$ cat src/rtl/alu_mc_if.sv
// Request/result channel of the multi-cycle ALU.
// The master drives operations in and the slave returns registered results and flags.
interface alu_mc_if #(
    parameter int WIDTH = 32
);
    logic             in_valid;
    logic             in_ready;
    logic [WIDTH-1:0] val1;
    logic [WIDTH-1:0] val2;
    logic             carry_in;
    logic [3:0]       ex_cmd;
    logic             flush;
    logic             out_valid;
    logic             out_ready;
    logic [WIDTH-1:0] res;
    logic [3:0]       sr_update;
    logic             busy;

    modport master (
        output in_valid, val1, val2, carry_in, ex_cmd, flush, out_ready,
        input  in_ready, out_valid, res, sr_update, busy
    );

    modport slave (
        input  in_valid, val1, val2, carry_in, ex_cmd, flush, out_ready,
        output in_ready, out_valid, res, sr_update, busy
    );
endinterface

$ cat src/rtl/alu_mc.sv
// Multi-cycle ALU with a valid/ready handshake and registered results.
// Single-cycle data ops complete in one cycle; EX_MUL uses a WIDTH-step shift-add loop.
module alu_mc #(
    parameter int WIDTH  = 32,
    parameter bit MUL_EN = 1'b1
) (
    input  logic        clk,
    input  logic        rst_n,
    alu_mc_if.slave     bus
);
    localparam logic [3:0] EX_MOV = 4'd0;
    localparam logic [3:0] EX_MVN = 4'd1;
    localparam logic [3:0] EX_ADD = 4'd2;
    localparam logic [3:0] EX_ADC = 4'd3;
    localparam logic [3:0] EX_SUB = 4'd4;
    localparam logic [3:0] EX_SBC = 4'd5;
    localparam logic [3:0] EX_AND = 4'd6;
    localparam logic [3:0] EX_ORR = 4'd7;
    localparam logic [3:0] EX_EOR = 4'd8;
    localparam logic [3:0] EX_CMP = 4'd9;
    localparam logic [3:0] EX_TST = 4'd10;
    localparam logic [3:0] EX_LDR = 4'd11;
    localparam logic [3:0] EX_STR = 4'd12;
    localparam logic [3:0] EX_MUL = 4'd15;

    localparam int CW = (WIDTH > 1) ? $clog2(WIDTH) : 1;

    typedef enum logic [1:0] {IDLE, MUL, DONE} state_t;

    state_t           state_q, state_d;
    logic             out_valid_q, out_valid_d;
    logic             busy_q, busy_d;
    logic [WIDTH-1:0] res_q, res_d;
    logic [3:0]       flags_q, flags_d;
    logic [CW-1:0]    cnt_q, cnt_d;
    logic [WIDTH-1:0] mcand_q, mcand_d;
    logic [WIDTH-1:0] mplier_q, mplier_d;
    logic [WIDTH-1:0] acc_q, acc_d;
    logic             mul_cin_q, mul_cin_d;

    logic             in_ready;
    logic             accept;
    logic             is_mul;
    logic             legal;
    logic             c_flag;
    logic             v_flag;
    logic [WIDTH:0]   wide;
    logic [WIDTH:0]   extra;
    logic [WIDTH-1:0] alu_res;
    logic [3:0]       alu_flags;
    logic [WIDTH-1:0] acc_step;
    logic             last_iter;

    assign in_ready      = rst_n && !busy_q && !bus.flush && (!out_valid_q || bus.out_ready);
    assign accept        = bus.in_valid && in_ready;
    assign is_mul        = MUL_EN && (bus.ex_cmd == EX_MUL);
    assign bus.in_ready  = in_ready;
    assign bus.out_valid = out_valid_q;
    assign bus.busy      = busy_q;
    assign bus.res       = res_q;
    assign bus.sr_update = flags_q;

    // Single-cycle datapath at WIDTH+1 bits; flags packed as {Z,C,N,V}.
    always_comb begin
        wide    = '0;
        extra   = '0;
        alu_res = '0;
        c_flag  = bus.carry_in;
        v_flag  = 1'b0;
        legal   = 1'b1;
        case (bus.ex_cmd)
            EX_MOV: alu_res = bus.val2;
            EX_MVN: alu_res = ~bus.val2;
            EX_ADD, EX_ADC, EX_LDR: begin
                extra[0] = (bus.ex_cmd == EX_ADC) && bus.carry_in;
                wide     = {1'b0, bus.val1} + {1'b0, bus.val2} + extra;
                alu_res  = wide[WIDTH-1:0];
                c_flag   = wide[WIDTH];
                v_flag   = (bus.val1[WIDTH-1] == bus.val2[WIDTH-1]) &&
                           (alu_res[WIDTH-1] != bus.val1[WIDTH-1]);
            end
            EX_SUB, EX_SBC, EX_CMP, EX_STR: begin
                extra[0] = (bus.ex_cmd == EX_SBC) && !bus.carry_in;
                wide     = {1'b0, bus.val1} - {1'b0, bus.val2} - extra;
                alu_res  = wide[WIDTH-1:0];
                c_flag   = !wide[WIDTH];
                v_flag   = (bus.val1[WIDTH-1] != bus.val2[WIDTH-1]) &&
                           (alu_res[WIDTH-1] != bus.val1[WIDTH-1]);
            end
            EX_AND, EX_TST: alu_res = bus.val1 & bus.val2;
            EX_ORR:         alu_res = bus.val1 | bus.val2;
            EX_EOR:         alu_res = bus.val1 ^ bus.val2;
            default:        legal   = 1'b0;
        endcase
        alu_flags = legal ? {(alu_res == '0), c_flag, alu_res[WIDTH-1], v_flag} : 4'b0000;
        if (!legal) begin
            alu_res = '0;
        end
    end

    assign acc_step  = mplier_q[0] ? (acc_q + mcand_q) : acc_q;
    assign last_iter = (cnt_q == CW'(WIDTH - 1));

    // Next-state logic; a result is only published once the last multiply step is folded in.
    always_comb begin
        state_d     = state_q;
        out_valid_d = out_valid_q;
        busy_d      = busy_q;
        res_d       = res_q;
        flags_d     = flags_q;
        cnt_d       = cnt_q;
        mcand_d     = mcand_q;
        mplier_d    = mplier_q;
        acc_d       = acc_q;
        mul_cin_d   = mul_cin_q;
        if (bus.flush) begin
            state_d     = IDLE;
            out_valid_d = 1'b0;
            busy_d      = 1'b0;
            cnt_d       = '0;
        end else begin
            case (state_q)
                MUL: begin
                    mcand_d  = mcand_q << 1;
                    mplier_d = mplier_q >> 1;
                    acc_d    = acc_step;
                    cnt_d    = cnt_q + CW'(1);
                    if (last_iter) begin
                        cnt_d       = '0;
                        state_d     = DONE;
                        busy_d      = 1'b0;
                        out_valid_d = 1'b1;
                        res_d       = acc_step;
                        flags_d     = {(acc_step == '0), mul_cin_q, acc_step[WIDTH-1], 1'b0};
                    end
                end
                default: begin
                    if (out_valid_q && bus.out_ready) begin
                        out_valid_d = 1'b0;
                        state_d     = IDLE;
                    end
                    if (accept) begin
                        if (is_mul) begin
                            state_d     = MUL;
                            busy_d      = 1'b1;
                            out_valid_d = 1'b0;
                            mcand_d     = bus.val1;
                            mplier_d    = bus.val2;
                            acc_d       = '0;
                            mul_cin_d   = bus.carry_in;
                            cnt_d       = '0;
                        end else begin
                            state_d     = DONE;
                            out_valid_d = 1'b1;
                            res_d       = alu_res;
                            flags_d     = alu_flags;
                        end
                    end
                end
            endcase
        end
    end

    always_ff @(posedge clk or negedge rst_n) begin
        if (!rst_n) begin
            state_q     <= IDLE;
            out_valid_q <= 1'b0;
            busy_q      <= 1'b0;
            res_q       <= '0;
            flags_q     <= 4'b0000;
            cnt_q       <= '0;
            mcand_q     <= '0;
            mplier_q    <= '0;
            acc_q       <= '0;
            mul_cin_q   <= 1'b0;
        end else begin
            state_q     <= state_d;
            out_valid_q <= out_valid_d;
            busy_q      <= busy_d;
            res_q       <= res_d;
            flags_q     <= flags_d;
            cnt_q       <= cnt_d;
            mcand_q     <= mcand_d;
            mplier_q    <= mplier_d;
            acc_q       <= acc_d;
            mul_cin_q   <= mul_cin_d;
        end
    end
endmodule

$ cat src/flat_wrapper.sv
// flat-port wrapper written by rule: the top's interface ports become plain ports
module alu_mc_flat 
#(
    parameter int WIDTH  = 32,
    parameter bit MUL_EN = 1'b1
)
  (clk, rst_n, bus_in_valid, bus_val1, bus_val2, bus_carry_in, bus_ex_cmd, bus_flush, bus_out_ready, bus_in_ready, bus_out_valid, bus_res, bus_sr_update, bus_busy);
  alu_mc_if #(.WIDTH(WIDTH)) bus_i ();
  input  logic clk;
  input  logic rst_n;
  input wire logic [$bits(bus_i.in_valid)-1:0] bus_in_valid;
  input wire logic [$bits(bus_i.val1)-1:0] bus_val1;
  input wire logic [$bits(bus_i.val2)-1:0] bus_val2;
  input wire logic [$bits(bus_i.carry_in)-1:0] bus_carry_in;
  input wire logic [$bits(bus_i.ex_cmd)-1:0] bus_ex_cmd;
  input wire logic [$bits(bus_i.flush)-1:0] bus_flush;
  input wire logic [$bits(bus_i.out_ready)-1:0] bus_out_ready;
  output wire logic [$bits(bus_i.in_ready)-1:0] bus_in_ready;
  output wire logic [$bits(bus_i.out_valid)-1:0] bus_out_valid;
  output wire logic [$bits(bus_i.res)-1:0] bus_res;
  output wire logic [$bits(bus_i.sr_update)-1:0] bus_sr_update;
  output wire logic [$bits(bus_i.busy)-1:0] bus_busy;
  assign bus_i.in_valid = bus_in_valid;
  assign bus_i.val1 = bus_val1;
  assign bus_i.val2 = bus_val2;
  assign bus_i.carry_in = bus_carry_in;
  assign bus_i.ex_cmd = bus_ex_cmd;
  assign bus_i.flush = bus_flush;
  assign bus_i.out_ready = bus_out_ready;
  assign bus_in_ready = bus_i.in_ready;
  assign bus_out_valid = bus_i.out_valid;
  assign bus_res = bus_i.res;
  assign bus_sr_update = bus_i.sr_update;
  assign bus_busy = bus_i.busy;
  alu_mc #(.WIDTH(WIDTH), .MUL_EN(MUL_EN)) u_core (.clk(clk), .rst_n(rst_n), .bus(bus_i));
endmodule
$ cat config.mk
export PLATFORM = sky130hd
export DESIGN_NAME = alu_mc_flat
export DESIGN_NICKNAME = d
export VERILOG_FILES = /design/src/rtl/alu_mc_if.sv /design/src/rtl/alu_mc.sv /design/src/flat_wrapper.sv
export SDC_FILE = /design/constraint.sdc
export NUM_CORES = 1
export LEC_CHECK = 0
export CORE_UTILIZATION = 45
export CTS_BUF_LIST = sky130_fd_sc_hd__clkbuf_16
export DETAILED_ROUTE_END_ITERATION = 8
export GPL_TIMING_DRIVEN = 0
export PLACE_DENSITY_LB_ADDON = 0.12
export SLEW_MARGIN = 10
export SYNTH_ARGS = -nofsm -noshare
export SYNTH_HDL_FRONTEND = slang
export SYNTH_SLANG_ARGS = --single-unit
export TNS_END_PERCENT = 10
$ cat constraint.sdc
create_clock -name clk -period 5.5 [get_ports clk]
set_input_delay 1.1 -clock clk [delete_from_list [all_inputs] [get_ports clk]]
set_output_delay 1.1 -clock clk [all_outputs]
set_load 0.01 [all_outputs]
# Yosys cells after proc, flatten, opt, wreduce, memory -nomap -nowiden
# Index checks and enable logic that the tools add are counted.
# W data, S select, Z words.
# totals
ff_bits	142
word_cells	123
inputBits	74
# op_classes
addsub	6
reduce_logical	33
n_eq_ne	22
n_mux	46
n_bitwise	6
# op_table
op	n
$mux W32	15
$pmux W32 S7	1
$logic_not A32 Y1	2
$add A32 B32 Y33	1
$add A33 B1 Y33	1
$sub A32 B32 Y33	1
$sub A33 B1 Y33	1
$add A32 B32 Y32	1
$and A32 B32 Y32	1
$not A32 Y32	1
$or A32 B32 Y32	1
$xor A32 B32 Y32	1
$mux W5	5
$eq A4 B4 Y1 const B	6
$mux W4	5
$eq A4 B3 Y1 const B	4
$reduce_or A13 Y1	1
$mux W1	12
$mux W2	6
$logic_and A1 B1 Y1	9
$eq A4 B2 Y1 const B	2
$reduce_and A4 Y1	2
$reduce_and A3 Y1	2
$reduce_bool A3 Y1	2
other kinds (20)	30

# Depth between registers and ports, before layout
# logic_depth
ltp_word	10
depth_mapped	19

# Least setup slack after synthesis
# OpenSTA, ideal clock, no wires.
# synth_path
path_kind	in2reg
start	input bus_ex_cmd[1]
end	register u_core.res_q[30] (netlist: u_core.bus.res[30])
cell_stages	18
t_arrival_ns	5.038
n_path_buf	1
required_time_ns	5.375
setup_slack_ns	0.337
setup_ns	0.125
path_cell_list	buf_2 > nand2b_1 > nor3_1 > fa_1 > ha_1 > or2_2 > fa_1 > o21a_1 > o22ai_4 > o41ai_2 > a2111oi_2 > o31ai_1 > a21oi_2 > xnor2_1 > a221o_1 > nor3_1 > a21oi_1 > mux2_4
# synth_via
elab_chain_cells	8
word_cells_on_any_way	30
# synth_lines
item	line	rtl
start, declared	flat_wrapper.sv:15	input wire logic [$bits(bus_i.ex_cmd)-1:0] bus_ex_cmd;
$eq A4 B3 Y1 / $eq A4 B2 Y1 (equally long branches)	alu_mc.sv:71, alu_mc.sv:83, alu_mc.sv:75	
$logic_and A1 B1 Y1, on equally long branches	alu_mc.sv:83, alu_mc.sv:75	
$sub A33 B1 Y33 / $add A33 B1 Y33 (equally long branches)	alu_mc.sv:84, alu_mc.sv:76	
$pmux W32 S7	alu_mc.sv:71	case (bus.ex_cmd)
$mux W32	alu_mc.sv:96	if (!legal) begin
$mux W32	alu_mc.sv:143	if (is_mul) begin
$mux W32	alu_mc.sv:142	if (accept) begin
$mux W32	alu_mc.sv:122	case (state_q)
end signal, assigned	alu_mc.sv:180	res_q <= res_d;
end, declared	alu_mc.sv:33	logic [WIDTH-1:0] res_q, res_d;
# Several ways; a longest one is shown, not always the timed one. The select of a mux whose other input is x is not followed.
# A chain may end at the register's enable or synchronous reset.

# Final worst setup path
# layout_path
start	input bus_ex_cmd[1]
end	register u_core.flags_q[3] (netlist: u_core.bus.sr_update[3])
# layout_via
elab_chain_cells	9
word_cells_on_any_way	31
# layout_lines
item	line	rtl
$eq A4 B3 Y1 / $eq A4 B2 Y1 (equally long branches)	alu_mc.sv:71, alu_mc.sv:83, alu_mc.sv:75	
$logic_and A1 B1 Y1, on equally long branches	alu_mc.sv:83, alu_mc.sv:75	
$sub A33 B1 Y33 / $add A33 B1 Y33 (equally long branches)	alu_mc.sv:84, alu_mc.sv:76	
$pmux W32 S7	alu_mc.sv:71	
$logic_not A32 Y1	alu_mc.sv:95	alu_flags = legal ? {(alu_res == '0), c_flag, alu_res[WIDTH-1], v_flag} : 4'b0000;
$mux W4	alu_mc.sv:95	
$mux W4	alu_mc.sv:143	
$mux W4	alu_mc.sv:142	
$mux W4	alu_mc.sv:122	
end signal, assigned	alu_mc.sv:181	flags_q <= flags_d;
end, declared	alu_mc.sv:34	logic [3:0] flags_q, flags_d;
# Several ways; a longest one is shown, not always the timed one. The select of a mux whose other input is x is not followed.

==> summary.txt <==
Clock latency on the worst-skew pair -> 0.46 ns
Synthesis-stage register bit count -> 140
Type of element launching the critical path -> primary input
Worst r2r dst -> u_core.bus.sr_update[3]
Arrival time worst endpoint -> 5.69 ns
Worst Setup Path Type -> primary input to register
Mean instance size in the synthesized netlist -> 7.64 um^2
DRT Wirelength -> 61.5 mm
Effective utilization at floorplan -> 0.461
Aggregate global routing overflow -> 0
Port Buffers -> 111
Outcome -> complete, no violations
Crit Reg-Reg Startpoint -> u_core.acc_q[0]
Register-to-Register Setup Slack -> 1.41 ns
Unrepaired setup endpoints after global routing -> false
Total setup violations reported at the end of the flow -> 0
Initial antenna violation count -> 2
Number of remaining DRC errors -> 0
Starting DRT DRC Count -> 1643
Maximum number of pins on one net before global-route repair -> 87
Critical Path Slowest Stage Cell -> sky130_fd_sc_hd__buf_1
Count of flip-flops with a built-in enable after synthesis -> 0
Final antenna-violating net count -> 0
Deepest clock path buffer count -> 2
Worst-path clk slew -> 0.08 ns
Weighted congestion reported at the end of routability-driven placement -> 0.979
Worst relative slew slack -> 0.0974
Minimum clock period -> 5.31 ns
Layout net count -> 2354
Number of global-route vias before repair -> 15.0k
Critical path fanouts, max -> 10
H-tree depth -> 4
End-of-flow core utilization -> 0.537
Cell count of the worst reg-to-reg path -> 13
Standard-cell rows -> 66
Power density over the cells -> 278 nW/um^2
Leakage power figure -> 7.82 nW
Critical Path, Cell by Cell -> buf_2 > buf_2 > buf_1 > nand4_1 > fa_1 > fa_1 > nor2b_1 > o31a_1 > o21ai_1 > a311oi_2 > o21ai_2 > a211oi_4 > and4_4 > nand4b_1 > nor4_2 > nand4_1 > nand2_1
# diodes -> 0
Area enclosed by the die boundary -> 34300 um^2
Delay of the slowest cell on the worst path -> 0.45 ns
Start point of the critical path -> bus_ex_cmd[1]
Number of buffers created by CTS -> 17
Top-level I/O count -> 113
Post-synth ARST share -> 1.00
Number of optimization iterations in the first detailed-route pass -> 6
Die outline height -> 185 um
# Max-Cap Violations -> 0
Number of vias per cell -> 6.19
Crit. End Element -> register
Clk sinks -> 140
CTS tree -> done
Routed length per placed instance -> 23.9 um
Path type of the worst min-delay path -> register to register
Root Buffer -> sky130_fd_sc_hd__clkbuf_16
Placeable core area -> 32800 um^2
Count of final max-slew check failures -> 0
Prevailing post-synth register cell -> sky130_fd_sc_hd__dfrtp_1
DR vias -> 15.9k
Peak supply drop -> 0.000295 V
Post-Place Worst Slack -> -1.75 ns
Final number of hold-violating endpoints -> 0
First-pass GRT wire length -> 91.9 mm
Die X-Extent -> 185 um
DP Wirelength -> 48.9 mm
Filler cell count in the final layout -> 3246
Number of warnings reported in the yosys synthesis log -> 0
Tightest Pin Transition -> 1.34 ns
Synth-to-Final Area Change -> 16.5%
Total stage count of the critical path -> 17
Largest delay share family, worst path -> simple AND/OR/NAND/NOR gates
Count of cell types in the netlist -> 105
Highest clock rate -> 0.188 GHz
Layout Skew -> 0.0177 ns
Layout cells sized above 1 -> 0.0658
Setup WS post-layout -> 0.193 ns
Gate Count Post-Synth -> 1979
Aggregate global-route resource usage -> 0.363
Number of nets in the synthesized netlist -> 2217
Final clock period utilization by the worst path -> 0.965
Sequential area share after synthesis -> 0.232
Worst setup path end -> u_core.bus.sr_update[3]
Critical path buffer and inverter count -> 3
Data required, critical path -> 5.88 ns
Total Negative Setup Slacks -> 0 ns
Netlist area before placement -> 15100 um^2
-- worst min path at each step --
| stage | from | end | slack (ns) | cells after the start |
|---|---|---|---|---|
| 2_1_floorplan | u_core.mplier_q[31] | u_core.mplier_q[31] | 0.45 | 2 |
| 3_3_place_gp | u_core.bus.res[14] | u_core.bus.res[14] | 0.47 | 1 |
| 3_5_place_dp | u_core.bus.res[20] | u_core.bus.res[20] | 0.48 | 1 |
| 4_1_cts | u_core.bus.res[13] | u_core.bus.res[13] | 0.50 | 1 |
| 5_1_grt | u_core.bus.res[20] | u_core.bus.res[20] | 0.51 | 1 |
| 6_report | u_core.bus.res[20] | u_core.bus.res[20] | 0.49 | 1 |
-- metrics by stage --
| stage | hold slack [ns] | area, um^2 | power [mW] | instances |
|---|---|---|---|---|
| after floorplan | 0.448 | 15100 | 2.79 | 1979 |
| after global placement | 0.472 | 16800 | 3.56 | 2532 |
| after detailed placement | 0.480 | 16800 | 3.59 | 2534 |
| after CTS | 0.497 | 17600 | 4.86 | 2571 |
| after global routing | 0.511 | 17600 | 5.15 | 2571 |
| final | 0.491 | 17600 | 4.90 | 2571 |
-- layout by cell type (no fill, tap or decap), types with 16 or more instances in the layout --
master and n:
sky130_fd_sc_hd__nand2_1 312, sky130_fd_sc_hd__nor2_1 165, sky130_fd_sc_hd__ha_1 159, sky130_fd_sc_hd__a21oi_1 143, sky130_fd_sc_hd__dfrtp_1 140, sky130_fd_sc_hd__inv_1 127, sky130_fd_sc_hd__clkdlybuf4s50_1 106, sky130_fd_sc_hd__o21ai_0 102
sky130_fd_sc_hd__clkbuf_1 79, sky130_fd_sc_hd__a31oi_1 75, sky130_fd_sc_hd__nand3_1 42, sky130_fd_sc_hd__xnor2_1 40, sky130_fd_sc_hd__xor2_1 35, sky130_fd_sc_hd__o21a_1 31, sky130_fd_sc_hd__nor3_1 28, sky130_fd_sc_hd__nand4_1 27
sky130_fd_sc_hd__a21o_1 26, sky130_fd_sc_hd__mux2i_1 26, sky130_fd_sc_hd__o211ai_1 21, sky130_fd_sc_hd__o221ai_1 19, sky130_fd_sc_hd__clkbuf_16 17, sky130_fd_sc_hd__and3_1 16, sky130_fd_sc_hd__and2_1 16, sky130_fd_sc_hd__a211oi_1 16
sky130_fd_sc_hd__a22oi_1 16
-- cell families after synthesis --
group                    synth area share
AND/OR/NAND/NOR                     0.209
AO/OA/AOI/OAI                       0.280
buffers and inverters              0.0705
adder cells (fa/ha/maj)             0.138
flip-flops                          0.232
XOR/XNOR                           0.0434
multiplexers                       0.0271
-- flip-flops by register name (all words and copies together), names as in the netlist, 4 cells and up --
| signal | cells |
|---|---|
| u_core.acc_q | 32 |
| u_core.bus.res | 31 |
| u_core.bus.sr_update | 4 |
| u_core.cnt_q | 5 |
| u_core.mcand_q | 32 |
| u_core.mplier_q | 32 |
-- power by group --
part | internal, mW | switching [mW] | leakage [nW]
Combinational | 0.918 | 1.37 | 5.82
Sequential | 1.21 | 0.167 | 1.70
Clock | 0.620 | 0.609 | 0.300
Total | 2.75 | 2.15 | 7.82
-- synthesized netlist by cell type, types with 35 or more instances --
library cell / number / area (um^2)
sky130_fd_sc_hd__a21oi_1: 143 / 716
sky130_fd_sc_hd__a31oi_1: 75 / 469
sky130_fd_sc_hd__clkbuf_1: 80 / 300
sky130_fd_sc_hd__dfrtp_1: 140 / 3500
sky130_fd_sc_hd__ha_1: 159 / 1990
sky130_fd_sc_hd__inv_1: 127 / 477
sky130_fd_sc_hd__nand2_1: 312 / 1170
sky130_fd_sc_hd__nand3_1: 42 / 210
sky130_fd_sc_hd__nor2_1: 165 / 619
sky130_fd_sc_hd__o21ai_0: 102 / 510
sky130_fd_sc_hd__xnor2_1: 40 / 350
sky130_fd_sc_hd__xor2_1: 35 / 307
-- metal layers --
layer  wire length [um]  share of wire  global-route usage
met1              26500           0.43               0.490
met2              27500           0.45               0.574
met3               4800          0.078              0.0533
met4               2720          0.044               0.157
met5                  0              0                   0
-- area by class of cell --
cell class | count | area [um^2] | area share
plain buffers | 121 | 607 | 0.0344
repair buffers | 118 | 1210 | 0.0685
well taps | 442 | 553 | 0.0314
multi-input cells | 1591 | 10600 | 0.604
clock inverters | 15 | 199 | 0.0113
inverters | 127 | 477 | 0.0271
clock buffers | 17 | 425 | 0.0241
flip-flops and latches | 140 | 3500 | 0.199
-- repair_timing --
action,CTS,global route
pin swaps,10,5
endpoints found under the setup margin,16,7
buffers inserted,5,0
gates resized for setup,20,6
cloned,0,0
hold buffers,0,0
Power figures use the tool's default switching activity.
